==> src/rtl/bist_misr_analyzer_pkg.sv <==
`default_nettype none
// ============================================================================
// Module  : bist_pkg
// Purpose : Shared definitions for the BIST response analyzer: FSM state
//           encoding, default MISR polynomial/seed, and the single-step MISR
//           update function (Galois form, left shift, feedback on MSB).
// Ports   : none (package)
// Rev     : 1.0  initial release
// ============================================================================
package bist_pkg;

  localparam int MISR_W = 16;

  // x^16 + x^12 + x^5 + 1 in Galois feedback-mask form
  localparam logic [MISR_W-1:0] POLY_DEFAULT = 16'h1021;
  localparam logic [MISR_W-1:0] SEED_DEFAULT = 16'h0000;

  typedef enum logic [1:0] {
    S_IDLE    = 2'd0,
    S_COMPACT = 2'd1,
    S_COMPARE = 2'd2,
    S_DONE    = 2'd3
  } state_e;

  // One MISR step: shift left, fold the outgoing MSB back through the
  // polynomial mask, then XOR in the response word.
  function automatic logic [MISR_W-1:0] misr_next(
    input logic [MISR_W-1:0] sig,
    input logic [MISR_W-1:0] data,
    input logic [MISR_W-1:0] poly
  );
    return {sig[MISR_W-2:0], 1'b0} ^ (sig[MISR_W-1] ? poly : '0) ^ data;
  endfunction

endpackage
`default_nettype wire

==> src/rtl/bist_misr_analyzer_misr_core.sv <==
`default_nettype none
// ============================================================================
// Module  : misr_core
// Purpose : W-bit multiple-input signature register. A load request reloads
//           the seed and wins over a shift; a shift folds i_data into the
//           signature using the Galois feedback mask POLY.
// Ports   : clk     - system clock, rising edge
//           rst_n   - asynchronous active-low reset (register -> SEED)
//           i_load  - reload SEED this cycle
//           i_shift - compact i_data this cycle
//           i_data  - response word
//           o_sig   - current signature (registered)
// Rev     : 1.0  initial release
// ============================================================================
module misr_core
  import bist_pkg::*;
#(
  parameter int            W    = 16,
  parameter logic [W-1:0]  POLY = POLY_DEFAULT[W-1:0],
  parameter logic [W-1:0]  SEED = SEED_DEFAULT[W-1:0]
) (
  input  logic         clk,
  input  logic         rst_n,
  input  logic         i_load,
  input  logic         i_shift,
  input  logic [W-1:0] i_data,
  output logic [W-1:0] o_sig
);

  logic [W-1:0] sig_q;
  logic [W-1:0] sig_d;
  logic [W-1:0] w_step;

  // The package helper is fixed at the default width; other widths use the
  // same equation written out generically.
  if (W == MISR_W) begin : g_pkg_step
    assign w_step = misr_next(sig_q, i_data, POLY);
  end else begin : g_generic_step
    assign w_step = {sig_q[W-2:0], 1'b0} ^ (sig_q[W-1] ? POLY : '0) ^ i_data;
  end

  always_comb begin
    sig_d = sig_q;
    if (i_load) begin
      sig_d = SEED;
    end else if (i_shift) begin
      sig_d = w_step;
    end
  end

  always_ff @(posedge clk or negedge rst_n) begin
    if (!rst_n) begin
      sig_q <= SEED;
    end else begin
      sig_q <= sig_d;
    end
  end

  assign o_sig = sig_q;

endmodule
`default_nettype wire

==> src/rtl/bist_misr_analyzer.sv <==
`default_nettype none
// ============================================================================
// Module  : bist_misr_analyzer
// Purpose : Response analyzer of the BIST loop. Compacts CUT responses into a
//           MISR while EN is high, counts compacted vectors (saturating), and
//           on FINISH compares signature and count against golden values,
//           holding a sticky PASS/FAIL verdict until the next START rise.
// Ports   : CLK       - system clock, rising edge
//           RESET     - asynchronous active-low reset
//           START     - run request level; rising edge opens a run
//           EN        - compact DATA_IN this cycle
//           FINISH    - closes the run
//           DATA_IN   - CUT response word (W bits)
//           SIGNATURE - current MISR contents
//           VEC_COUNT - vectors compacted in current/last run
//           DONE      - verdict valid
//           PASS      - signature and count both matched
//           FAIL      - verdict valid and not PASS
// Rev     : 1.0  initial release
// ============================================================================
module bist_misr_analyzer
  import bist_pkg::*;
#(
  parameter int            W         = 16,
  parameter logic [W-1:0]  POLY      = POLY_DEFAULT[W-1:0],
  parameter logic [W-1:0]  SEED      = SEED_DEFAULT[W-1:0],
  parameter logic [W-1:0]  GOLDEN    = '0,
  parameter int            CW        = 11,
  parameter logic [CW-1:0] EXP_COUNT = 990
) (
  input  logic          CLK,
  input  logic          RESET,
  input  logic          START,
  input  logic          EN,
  input  logic          FINISH,
  input  logic [W-1:0]  DATA_IN,
  output logic [W-1:0]  SIGNATURE,
  output logic [CW-1:0] VEC_COUNT,
  output logic          DONE,
  output logic          PASS,
  output logic          FAIL
);

  state_e        state_q, state_d;
  logic          start_q;
  logic [CW-1:0] count_q, count_d;
  logic          done_q, done_d;
  logic          pass_q, pass_d;
  logic          fail_q, fail_d;

  logic          w_start_rise;
  logic          w_load;
  logic          w_shift;
  logic          w_match;
  logic [W-1:0]  w_sig;

  // start_q resets to 1 so a START held high through reset release is not
  // mistaken for a fresh rising edge.
  assign w_start_rise = START & ~start_q;
  assign w_match      = (w_sig == GOLDEN) && (count_q == EXP_COUNT);

  always_comb begin
    state_d = state_q;
    count_d = count_q;
    done_d  = done_q;
    pass_d  = pass_q;
    fail_d  = fail_q;
    w_load  = 1'b0;
    w_shift = 1'b0;

    case (state_q)
      S_IDLE: begin
        if (w_start_rise) begin
          state_d = S_COMPACT;
          w_load  = 1'b1;
          count_d = '0;
        end
      end

      S_COMPACT: begin
        if (w_start_rise) begin
          // Restart outranks both EN and FINISH in the same cycle.
          w_load  = 1'b1;
          count_d = '0;
        end else begin
          if (EN) begin
            w_shift = 1'b1;
            if (count_q != {CW{1'b1}}) begin
              count_d = count_q + 1'b1;
            end
          end
          if (FINISH) begin
            state_d = S_COMPARE;
          end
        end
      end

      S_COMPARE: begin
        pass_d  = w_match;
        fail_d  = ~w_match;
        done_d  = 1'b1;
        state_d = S_DONE;
      end

      S_DONE: begin
        if (w_start_rise) begin
          done_d  = 1'b0;
          pass_d  = 1'b0;
          fail_d  = 1'b0;
          w_load  = 1'b1;
          count_d = '0;
          state_d = S_COMPACT;
        end
      end

      default: begin
        state_d = S_IDLE;
      end
    endcase
  end

  always_ff @(posedge CLK or negedge RESET) begin
    if (!RESET) begin
      state_q <= S_IDLE;
      start_q <= 1'b1;
      count_q <= '0;
      done_q  <= 1'b0;
      pass_q  <= 1'b0;
      fail_q  <= 1'b0;
    end else begin
      state_q <= state_d;
      start_q <= START;
      count_q <= count_d;
      done_q  <= done_d;
      pass_q  <= pass_d;
      fail_q  <= fail_d;
    end
  end

  misr_core #(
    .W    (W),
    .POLY (POLY),
    .SEED (SEED)
  ) u_misr (
    .clk     (CLK),
    .rst_n   (RESET),
    .i_load  (w_load),
    .i_shift (w_shift),
    .i_data  (DATA_IN),
    .o_sig   (w_sig)
  );

  assign SIGNATURE = w_sig;
  assign VEC_COUNT = count_q;
  assign DONE      = done_q;
  assign PASS      = pass_q;
  assign FAIL      = fail_q;

endmodule
`default_nettype wire

==> config.mk <==
export PLATFORM = sky130hd
export DESIGN_NAME = bist_misr_analyzer
export DESIGN_NICKNAME = d
export VERILOG_FILES = /design/src/rtl/bist_misr_analyzer_pkg.sv /design/src/rtl/bist_misr_analyzer_misr_core.sv /design/src/rtl/bist_misr_analyzer.sv
export SDC_FILE = /design/constraint.sdc
export NUM_CORES = 1
export LEC_CHECK = 0
export ABC_AREA = 1
export CAP_MARGIN = 20
export CORE_MARGIN = 10
export CORE_UTILIZATION = 40
export CTS_CLUSTER_DIAMETER = 60
export DETAILED_ROUTE_END_ITERATION = 8
export GPL_TIMING_DRIVEN = 0
export PLACE_DENSITY_LB_ADDON = 0.05
export SLEW_MARGIN = 10
export SYNTH_ARGS = -nofsm -noshare
export SYNTH_HDL_FRONTEND = slang
export SYNTH_SLANG_ARGS = --single-unit
==> constraint.sdc <==
create_clock -name CLK -period 4.4 [get_ports CLK]
set_input_delay 0.88 -clock CLK [delete_from_list [all_inputs] [get_ports CLK]]
set_output_delay 0.88 -clock CLK [all_outputs]
set_load 0.05 [all_outputs]
# ---- Yosys cells after proc, flatten, opt, wreduce, memory -nomap -nowiden
# Index checks and enable logic that the tools add are counted.
# W data, S select, Z words.
dict set report word_totals {
  elab_cells 56
  latch_bits 0
  memories 0
  inputBits 21
  ramBits 0
  regBits 33
  mem_bits_ro 0
}
dict set report op_classes {
  n_addsub 1
  magnitude_cmp 0
  shift 0
  bitwise 5
  n_mux 21
  n_reduce_logical 11
  eq_ne 11
  mul 0
  div_mod_pow 0
}
# cell count
set ops {}
lappend ops {{$mux W11} 4}
lappend ops {{$mux W16} 2}
lappend ops {{$xor A16 B16 Y16} 2}
lappend ops {{$pmux W11 S2} 1}
lappend ops {{$logic_not A16 Y1} 1}
lappend ops {{$mux W13} 1}
lappend ops {{$add A11 B1 Y11 const B} 1}
lappend ops {{$eq A11 B10 Y1 const B} 1}
lappend ops {{$ne A11 B11 Y1 const B} 1}
lappend ops {{$mux W1} 6}
lappend ops {{$mux W2} 3}
lappend ops {{$ne A2 B2 Y1 const B} 3}
lappend ops {{$ne A3 B3 Y1 const B} 2}
lappend ops {{$pmux W1 S2} 3}
lappend ops {{$pmux W2 S3} 1}
lappend ops {{$reduce_bool A2 Y1} 3}
lappend ops {{$eq A2 B2 Y1 const B} 2}
lappend ops {{$reduce_and A4 Y1} 1}
lappend ops {{$reduce_and A3 Y1} 1}
lappend ops {{$reduce_or A3 Y1} 1}
lappend ops {{$eq A2 B1 Y1 const B} 1}
lappend ops {{$logic_not A2 Y1} 1}
lappend ops {{$ne A2 B1 Y1 const B} 1}
lappend ops {{$not A1 Y1} 2}
lappend ops {{4 further kinds} 4}

# ---- Longest topological paths before layout
# Gate-level depths: netlist (run 1).
dict set report depth {
  ltp_word 6
  mapped_depth 10
}

# ---- Hierarchy
# Synthesis (run 1) repeated with hierarchy kept, for this count alone.
dict set report unflattened {
  cells_unflattened 237
  area_unflattened_um2 2009.4
}
# module n_inst cells_each area_each_um2
set modules_own_cells {}
lappend modules_own_cells {bist_misr_analyzer 1 154 1187.4}
lappend modules_own_cells {misr_core 1 83 822.0}

# ---- Worst setup path after synthesis (run 1)
# No wires, ideal clock.
dict set report synth_path {
  path_kind {input to register}
  startpoint {in START}
  endpoint {reg count_q[7], in the netlist VEC_COUNT[7]}
  setup_time_ns 0.119
  stages 8
  n_path_buf 1
  arrival_ns 1.765
  path_slack_ns 2.516
  cell_sequence {inv_1 nor2_4 inv_2 a21oi_4 nand2_8 buf_12 nand2_2 o21ai_2}
}
dict set report synth_between {
  elab_chain_len 3
}
# item line_no
set synth_rtl {}
lappend synth_rtl {{start: declaration} bist_misr_analyzer.sv:33} ;# input logic START,
lappend synth_rtl {{$and A1 B1 Y1 (*)} bist_misr_analyzer.sv:59} ;# assign w_start_rise = START & ~start_q;
lappend synth_rtl {{$ne A3 B3 Y1 (no line), or another cell as far along} n/a}
lappend synth_rtl {{$reduce_and A4 Y1 (no line) or $pmux W11 S2 (tied branches)} n/a}
lappend synth_rtl {{end signal: assignment} bist_misr_analyzer.sv:133} ;# count_q <= count_d;
lappend synth_rtl {{end: declaration} bist_misr_analyzer.sv:46} ;# logic [CW-1:0] count_q, count_d;
# Mark *: on every way between the ends. The rest lies on a longest branch, timed or not.
# A chain may end at the register's enable or synchronous reset.

# ---- Worst setup path after layout (run 1)
dict set report layout_path {
  startpoint {reg count_q[0], in the netlist VEC_COUNT[0]}
  endpoint {out VEC_COUNT[0]}
}
# item line_no
set layout_lines {}
lappend layout_lines {{end: declaration} bist_misr_analyzer.sv:38} ;# output logic [CW-1:0] VEC_COUNT,
# No word-level cell between the ends.

==> impl_metrics.sql, run 1 <==
INSERT INTO impl_metrics (metric_group, metric, value, unit) VALUES
('status', 'outcome', 'finished clean', ''),
('placed_design', 'routability_cong', '0.783', ''),
('timing', 'final.setup_skew', '0.00584', 'ns'),
('yosys', 'post_synth_xor_area_fraction', '8.12', '%'),
('floorplan', 'y_dimension_of_the_die', '89.7', 'um'),
('finish', 'area.sequential', '827', 'sq um'),
('timing', 'finalMaxSlewViolations', '0', ''),
('setup_path', 'cp_num_buf_inv', '1', ''),
('setup_path', 'timing.critical_path.slowest_cell_delay', '0.86', 'ns'),
('yosys', 'ys_seq_elements', '33', ''),
('grt', 'grt_max_degree', '34', ''),
('routing', 'vias_per_cell', '4.79', ''),
('setup_path', 'timing.critical_path.max_delay_family', 'buffers and inverters', ''),
('finish', 'layout.nets', '308', ''),
('setup_path', 'timing.critical_path.arrival', '1.65', 'ns'),
('finish', 'area.growth.synth_to_final', '34.5', '%'),
('clock_network', 'ctsHoldBuffers', '0', ''),
('timing', 'fin_setup_tns', '0', 'ns'),
('pwr', 'p_per_area', '672', 'mW/mm^2'),
('timing', 'final_period_minus_worst_setup_slack', '2.53', 'ns'),
('finish', 'final_common_cell', 'clkdlybuf4s50_1', ''),
('clock_network', 'clock_tree_from_tritoncts', 'built', ''),
('routing', 'initialDrtViolationCount', '46', ''),
('setup_path', 'sort_of_element_at_the_end_of_the_critical_path', 'primary output', ''),
('yosys', 'synth_seq_area_share', '42.6', '%'),
('yosys', 'netlist_area', '0.00194', 'sq mm'),
('grt', 'grt_ovf', '0', ''),
('yosys', 'synth_largest_area_cell', 'dfrtp_1', ''),
('timing', 'post_route_clock_period_utilization', '57.6', '%'),
('setup_path', 'path_max_fanout', '9', ''),
('finish', 'fillerInstances', '450', ''),
('grt', 'gr-usage-all-layers', '12.7', '%'),
('yosys', 'synthSimpleGateAreaFrac', '25.0', '%'),
('routing', 'drc', '0', ''),
('clock_network', 'post_cts_resized', '0', ''),
('setup_path', 'worst_path_max_delay_cell', 'clkdlybuf4s50_1', ''),
('hold_path', 'worst_hold_path_type', 'reg2reg', ''),
('yosys', 'synth_nets', '251', ''),
('setup_path', 'critical_path.cell_chain', 'clkdlybuf4s50_1', ''),
('floorplan', 'ioPinCount', '51', ''),
('placed_design', 'post-dp-hpwl', '3.60', 'mm'),
('finish', 'final_layout_size_suffix_gt1_share', '14.2', '%'),
('grt', 'grt_pass1_vias', '1643', ''),
('run', 'timing.max_cap.violations', '0', ''),
('setup_path', 'crit_path_start_kind', 'flop', ''),
('yosys', 'synth_largest_type_area_fraction', '41.3', '%'),
('placed_design', 'placedInstanceArea', '0.00252', 'sq mm'),
('routing', 'antenna_left', '0', ''),
('yosys', 'synth_top_family_by_area', 'simple AND/OR/NAND/NOR gates', ''),
('placed_design', 'preCtsSetupSlack', '1.77', 'ns'),
('timing', 'postLayoutSetupSlackWorst', '1.87', 'ns'),
('grt', 'grt_antenna_before_repair', '0', ''),
('clock_network', 'postCtsSetupRepairBufs', '0', ''),
('setup_path', 'cp_data_required_time', '3.52', 'ns'),
('timing', 'report.final.setup_viol', '0', ''),
('clock_network', 'numClockSinks', '33', ''),
('placed_design', 'dp.cells', '341', ''),
('grt', 'grt.met2_usage', '18.9', '%'),
('grt', 'grt_busiest_layer', 'met2', ''),
('finish', 'antennaDiodeCount', '0', ''),
('yosys', 'netlist-cell-type-count', '28', ''),
('timing', 'worstMarginPinSlew', '0.741', 'ns'),
('timing', 'maxClockFrequency', '395', 'MHz'),
('routing', 'detail_route.wl_per_cell', '13.6', 'um'),
('yosys', 'netlist_instances', '224', ''),
('pwr', 'worst_ir_drop_vdd', '0.000513', 'V'),
('setup_path', 'timing.setup.critical_path_class', 'reg2out', ''),
('timing', 'slew-limit-headroom', '50.6', '%'),
('floorplan', 'placement_rows', '25', ''),
('finish', 'final-instance-count-excl-fill', '349', ''),
('grt', 'groute.layer.met3.usage', '5.51', '%');
==> metal layers <==
metal  up-vias  share of wire (%)
li1        849                  -
met1       771                 46
met2        43                 44
met3         8                8.5
met4         0                1.2
met5         -                  0
==> stage by stage <==
stage	total power [mW]	hold WS [ns]
global route	1.88	0.536
detailed placement	1.54	0.473
finish	1.75	0.495
global placement	1.52	0.470
floorplan	1.22	0.503
CTS	1.78	0.498
==> flip-flops by register name, summed over array words and instances (netlist names) <==
register,count
VEC_COUNT,11
PASS,1
u_misr.o_sig,16
DONE,1
FAIL,1
start_q,1
state_q,2
==> worst min-delay path, cell delays in order, from the launching register on <==
cell	delay (ns)
dfrtp_1	0.36
nand2_1	0.06
nand2_1	0.05
==> Yosys cell counts (all sizes together) <==
master   n
nand3    9
nor3     2
o22ai   15
nor2    13
nand4   17
dfstp    1
clkbuf   1
ha       6
inv     35
xnor2   17
or2      2
nand2   51
dfrtp   32
buf      4
o21ai   15
xor2     1
a21oi    3
==> power breakdown <==
group,switching (mW),total (mW),internal [mW]
registers,0.0885,0.484,0.395
clock network,0.108,0.236,0.128
logic,0.664,1.03,0.370
==> worst paths after layout <==
kind                                   start          endpoint  slack [ns]  depth (start not counted)
worst min-delay path                    DONE              DONE        0.49                          2
worst max register to register    state_q[1]   u_misr.o_sig[9]        2.67                          8
worst min register to register          DONE              DONE        0.49                          2
max in group asynchronous              RESET      VEC_COUNT[3]        3.27                          1
worst max-delay path            VEC_COUNT[0]      VEC_COUNT[0]        1.87                          1
min in group asynchronous              RESET  u_misr.o_sig[10]        0.66                          1
==> cells by family after synthesis <==
kind of cell,Yosys count
and+or+nand+nor,94
buffers and inverters,40
AOI/OAI and AO/OA,33
DFF,33
xor gates and xnor gates,18
adders and majority gates,6
==> final cells by class <==
cell class	instances	share of cell area (%)
inverters	35	5.03
multi-input cells	151	36.1
repair buffers	50	19.0
flip-flops and latches	33	31.7
plain buffers	5	1.49
clock buffers	8	3.45
well taps	67	3.21
(Power assumes the default switching activity.)
==> run 2, diff against run 1 <==
==> constraint.sdc (replaced) <==
create_clock -name CLK -period 2.1 [get_ports CLK]
set_input_delay 0.42 -clock CLK [delete_from_list [all_inputs] [get_ports CLK]]
set_output_delay 0.42 -clock CLK [all_outputs]
set_load 0.05 [all_outputs]
==> run 2 against run 1 <==
  * Clock power is 110% higher
  * Highest routed layer unchanged
  * Sequential share of layout area is 0.061 points lower
  * Power is 110% higher
  * Combinational power is 110% higher
  * Sequential power is 110% higher
==> impl_metrics.sql, run 2 (synthesis results as in run 1) <==
INSERT INTO impl_metrics (metric_group, metric, value, unit) VALUES
('status', 'outcome', 'finished clean', ''),
('timing', 'final_period_minus_worst_setup_slack', '2.02', 'ns'),
('setup_path', 'timing.critical_path.max_delay_family', 'buffers and inverters', ''),
('floorplan', 'placement_rows', '25', ''),
('finish', 'antennaDiodeCount', '0', ''),
('timing', 'hold_ws', '0.199', 'ns'),
('floorplan', 'floorplan.initialDensity', '41.1', '%'),
('finish', 'area.sequential', '827', 'sq um'),
('pwr', 'p_leak', '1.14', 'nW'),
('setup_path', 'cp_data_required_time', '1.68', 'ns'),
('routing', 'drc', '0', ''),
('pwr', 'worst_ir_drop_vdd', '0.00107', 'V'),
('timing', 'slew-limit-headroom', '50.5', '%'),
('grt', 'grt_max_degree', '34', ''),
('pwr', 'p_per_area', '1410', 'mW/mm^2'),
('finish', 'multiInputGateArea', '943', 'sq um'),
('floorplan', 'ioPinCount', '51', ''),
('finish', 'area.growth.synth_to_final', '34.8', '%'),
('timing', 'post_route_clock_period_utilization', '96.0', '%'),
('placed_design', 'dp.cells', '341', ''),
('finish', 'fin_util', '55.4', '%'),
('run', 'timing.max_cap.violations', '0', ''),
('timing', 'maxClockFrequency', '496', 'MHz'),
('setup_path', 'critical_path.cell_chain', 'clkdlybuf4s50_1', ''),
('routing', 'dr_total_vias', '1683', ''),
('finish', 'mostFrequentLayoutCells', '47 x clkdlybuf4s50_1, 42 x nand2_1, 32 x dfrtp_1, 32 x inv_1', ''),
('placed_design', 'placedInstanceArea', '0.00252', 'sq mm'),
('setup_path', 'timing.critical_path.slowest_cell_delay', '0.85', 'ns'),
('timing', 'rsz0062_at_grt', 'no', ''),
('setup_path', 'cp_num_buf_inv', '1', ''),
('setup_path', 'worst_path_max_delay_cell', 'clkdlybuf4s50_1', ''),
('timing', 'finalHoldViolations', '0', ''),
('finish', 'final_design_area_no_fill', '0.00262', 'sq mm'),
('clock_network', 'ctsHoldBuffers', '0', ''),
('clock_network', 'postCtsSetupRepairBufs', '0', ''),
('grt', 'grt_antenna_before_repair', '0', ''),
('routing', 'route.final.wire_length', '4.75', 'mm'),
('timing', 'final.setup_skew', '0.00583', 'ns'),
('setup_path', 'crit_path_start_kind', 'flop', ''),
('placed_design', 'count_of_buffers_inserted_at_the_top_level_ports', '50', ''),
('clock_network', 'cts.path.max_buffers', '2', ''),
('grt', 'grt_first_pass_wirelength', '7.89', 'mm'),
('timing', 'report.final.setup_viol', '0', ''),
('floorplan', 'floorplan.core_area', '0.00472', 'sq mm'),
('timing', 'worstMarginPinSlew', '0.743', 'ns'),
('setup_path', 'sort_of_element_at_the_end_of_the_critical_path', 'primary output', ''),
('floorplan', 'y_dimension_of_the_die', '89.7', 'um'),
('routing', 'first_pass_iters', '4', ''),
('clock_network', 'clock_tree_from_tritoncts', 'built', ''),
('finish', 'final_common_cell', 'clkdlybuf4s50_1', ''),
('grt', 'gr-usage-all-layers', '12.7', '%'),
('routing', 'antenna_left', '0', ''),
('routing', 'initialDrtViolationCount', '40', ''),
('finish', 'layout.nets', '308', ''),
('finish', 'final-instance-count-excl-fill', '349', ''),
('clock_network', 'numCtsBuffers', '5', ''),
('floorplan', 'die_area', '0.00804', 'sq mm'),
('finish', 'final_layout_size_suffix_gt1_share', '14.2', '%'),
('clock_network', 'clk_transition_reported_paths', '0.06', 'ns'),
('grt', 'grt_pass1_vias', '1643', ''),
('clock_network', 'root_driver', 'clkbuf_8', ''),
('routing', 'vias_per_cell', '4.82', ''),
('finish', 'fillerInstances', '448', ''),
('floorplan', 'die_x', '89.7', 'um'),
('setup_path', 'timing.setup.critical_path_class', 'reg2out', ''),
('finish', 'number_of_flip_flops_in_the_largest_register', '16', ''),
('timing', 'finalMaxSlewViolations', '0', ''),
('setup_path', 'timing.critical_path.arrival', '1.60', 'ns'),
('hold_path', 'worst_hold_path_type', 'in2async', ''),
('clock_network', 'numClockSinks', '33', ''),
('placed_design', 'post-dp-hpwl', '3.60', 'mm'),
('clock_network', 'clock_latency_on_the_worst_skew_pair', '0.29', 'ns'),
('clock_network', 'htree_num_levels', '2', ''),
('grt', 'grt_ovf', '0', ''),
('placed_design', 'routability_cong', '0.783', ''),
('setup_path', 'path_max_fanout', '6', ''),
('routing', 'detail_route.wl_per_cell', '13.6', 'um');
-- run 2: cell type report --
class	instances	share of cell area, %
buffer	5	1.48
clock buffer	8	3.44
inverter	35	5.02
multi-input combinational	151	36.1
sequential	33	31.6
tap	67	3.21
timing repair buffer	50	19.1
-- run 2: worst paths after layout --
kind / from / cells after the start / endpoint / slack (ns)
hold / removal: RESET / 1 / u_misr.o_sig[10] / 0.20
min in group CLK: DONE / 2 / DONE / 0.50
setup / recovery: VEC_COUNT[7] / 1 / VEC_COUNT[7] / 0.08
setup reg to reg: state_q[1] / 8 / u_misr.o_sig[9] / 0.37
max in group asynchronous: RESET / 1 / VEC_COUNT[3] / 1.43
hold reg to reg: DONE / 2 / DONE / 0.50
-- run 2: power breakdown --
part	leakage (nW)	internal [mW]	switching (mW)	total (mW)
registers	0.432	0.828	0.185	1.01
clock network	0.0455	0.267	0.227	0.494
logic	0.659	0.775	1.40	2.17
-- run 2: per-stage QoR --
stage	power, mW	setup TNS, ns	setup slack [ns]
4_1_cts	3.72	0	0.0206
2_1_floorplan	2.57	0	0.225
3_3_place_gp	3.19	-5.62	-0.162
3_5_place_dp	3.22	-0.573	-0.0653
5_1_grt	3.93	0	0.0262
6_report	3.68	0	0.0845
-- run 2: what timing repair did --
action,4_1_cts,5_1_grt
gates resized for setup,0,2
hold endpoints to repair,0,0
setup endpoints to repair,0,2
-- run 2: routing by layer --
metal	routed length [um]	up-vias	global-route usage, %
met5	0	-	0
met4	59	0	3.90
met3	464	8	5.51
met2	2090	50	18.9
met1	2140	775	16.1
li1	-	850	-
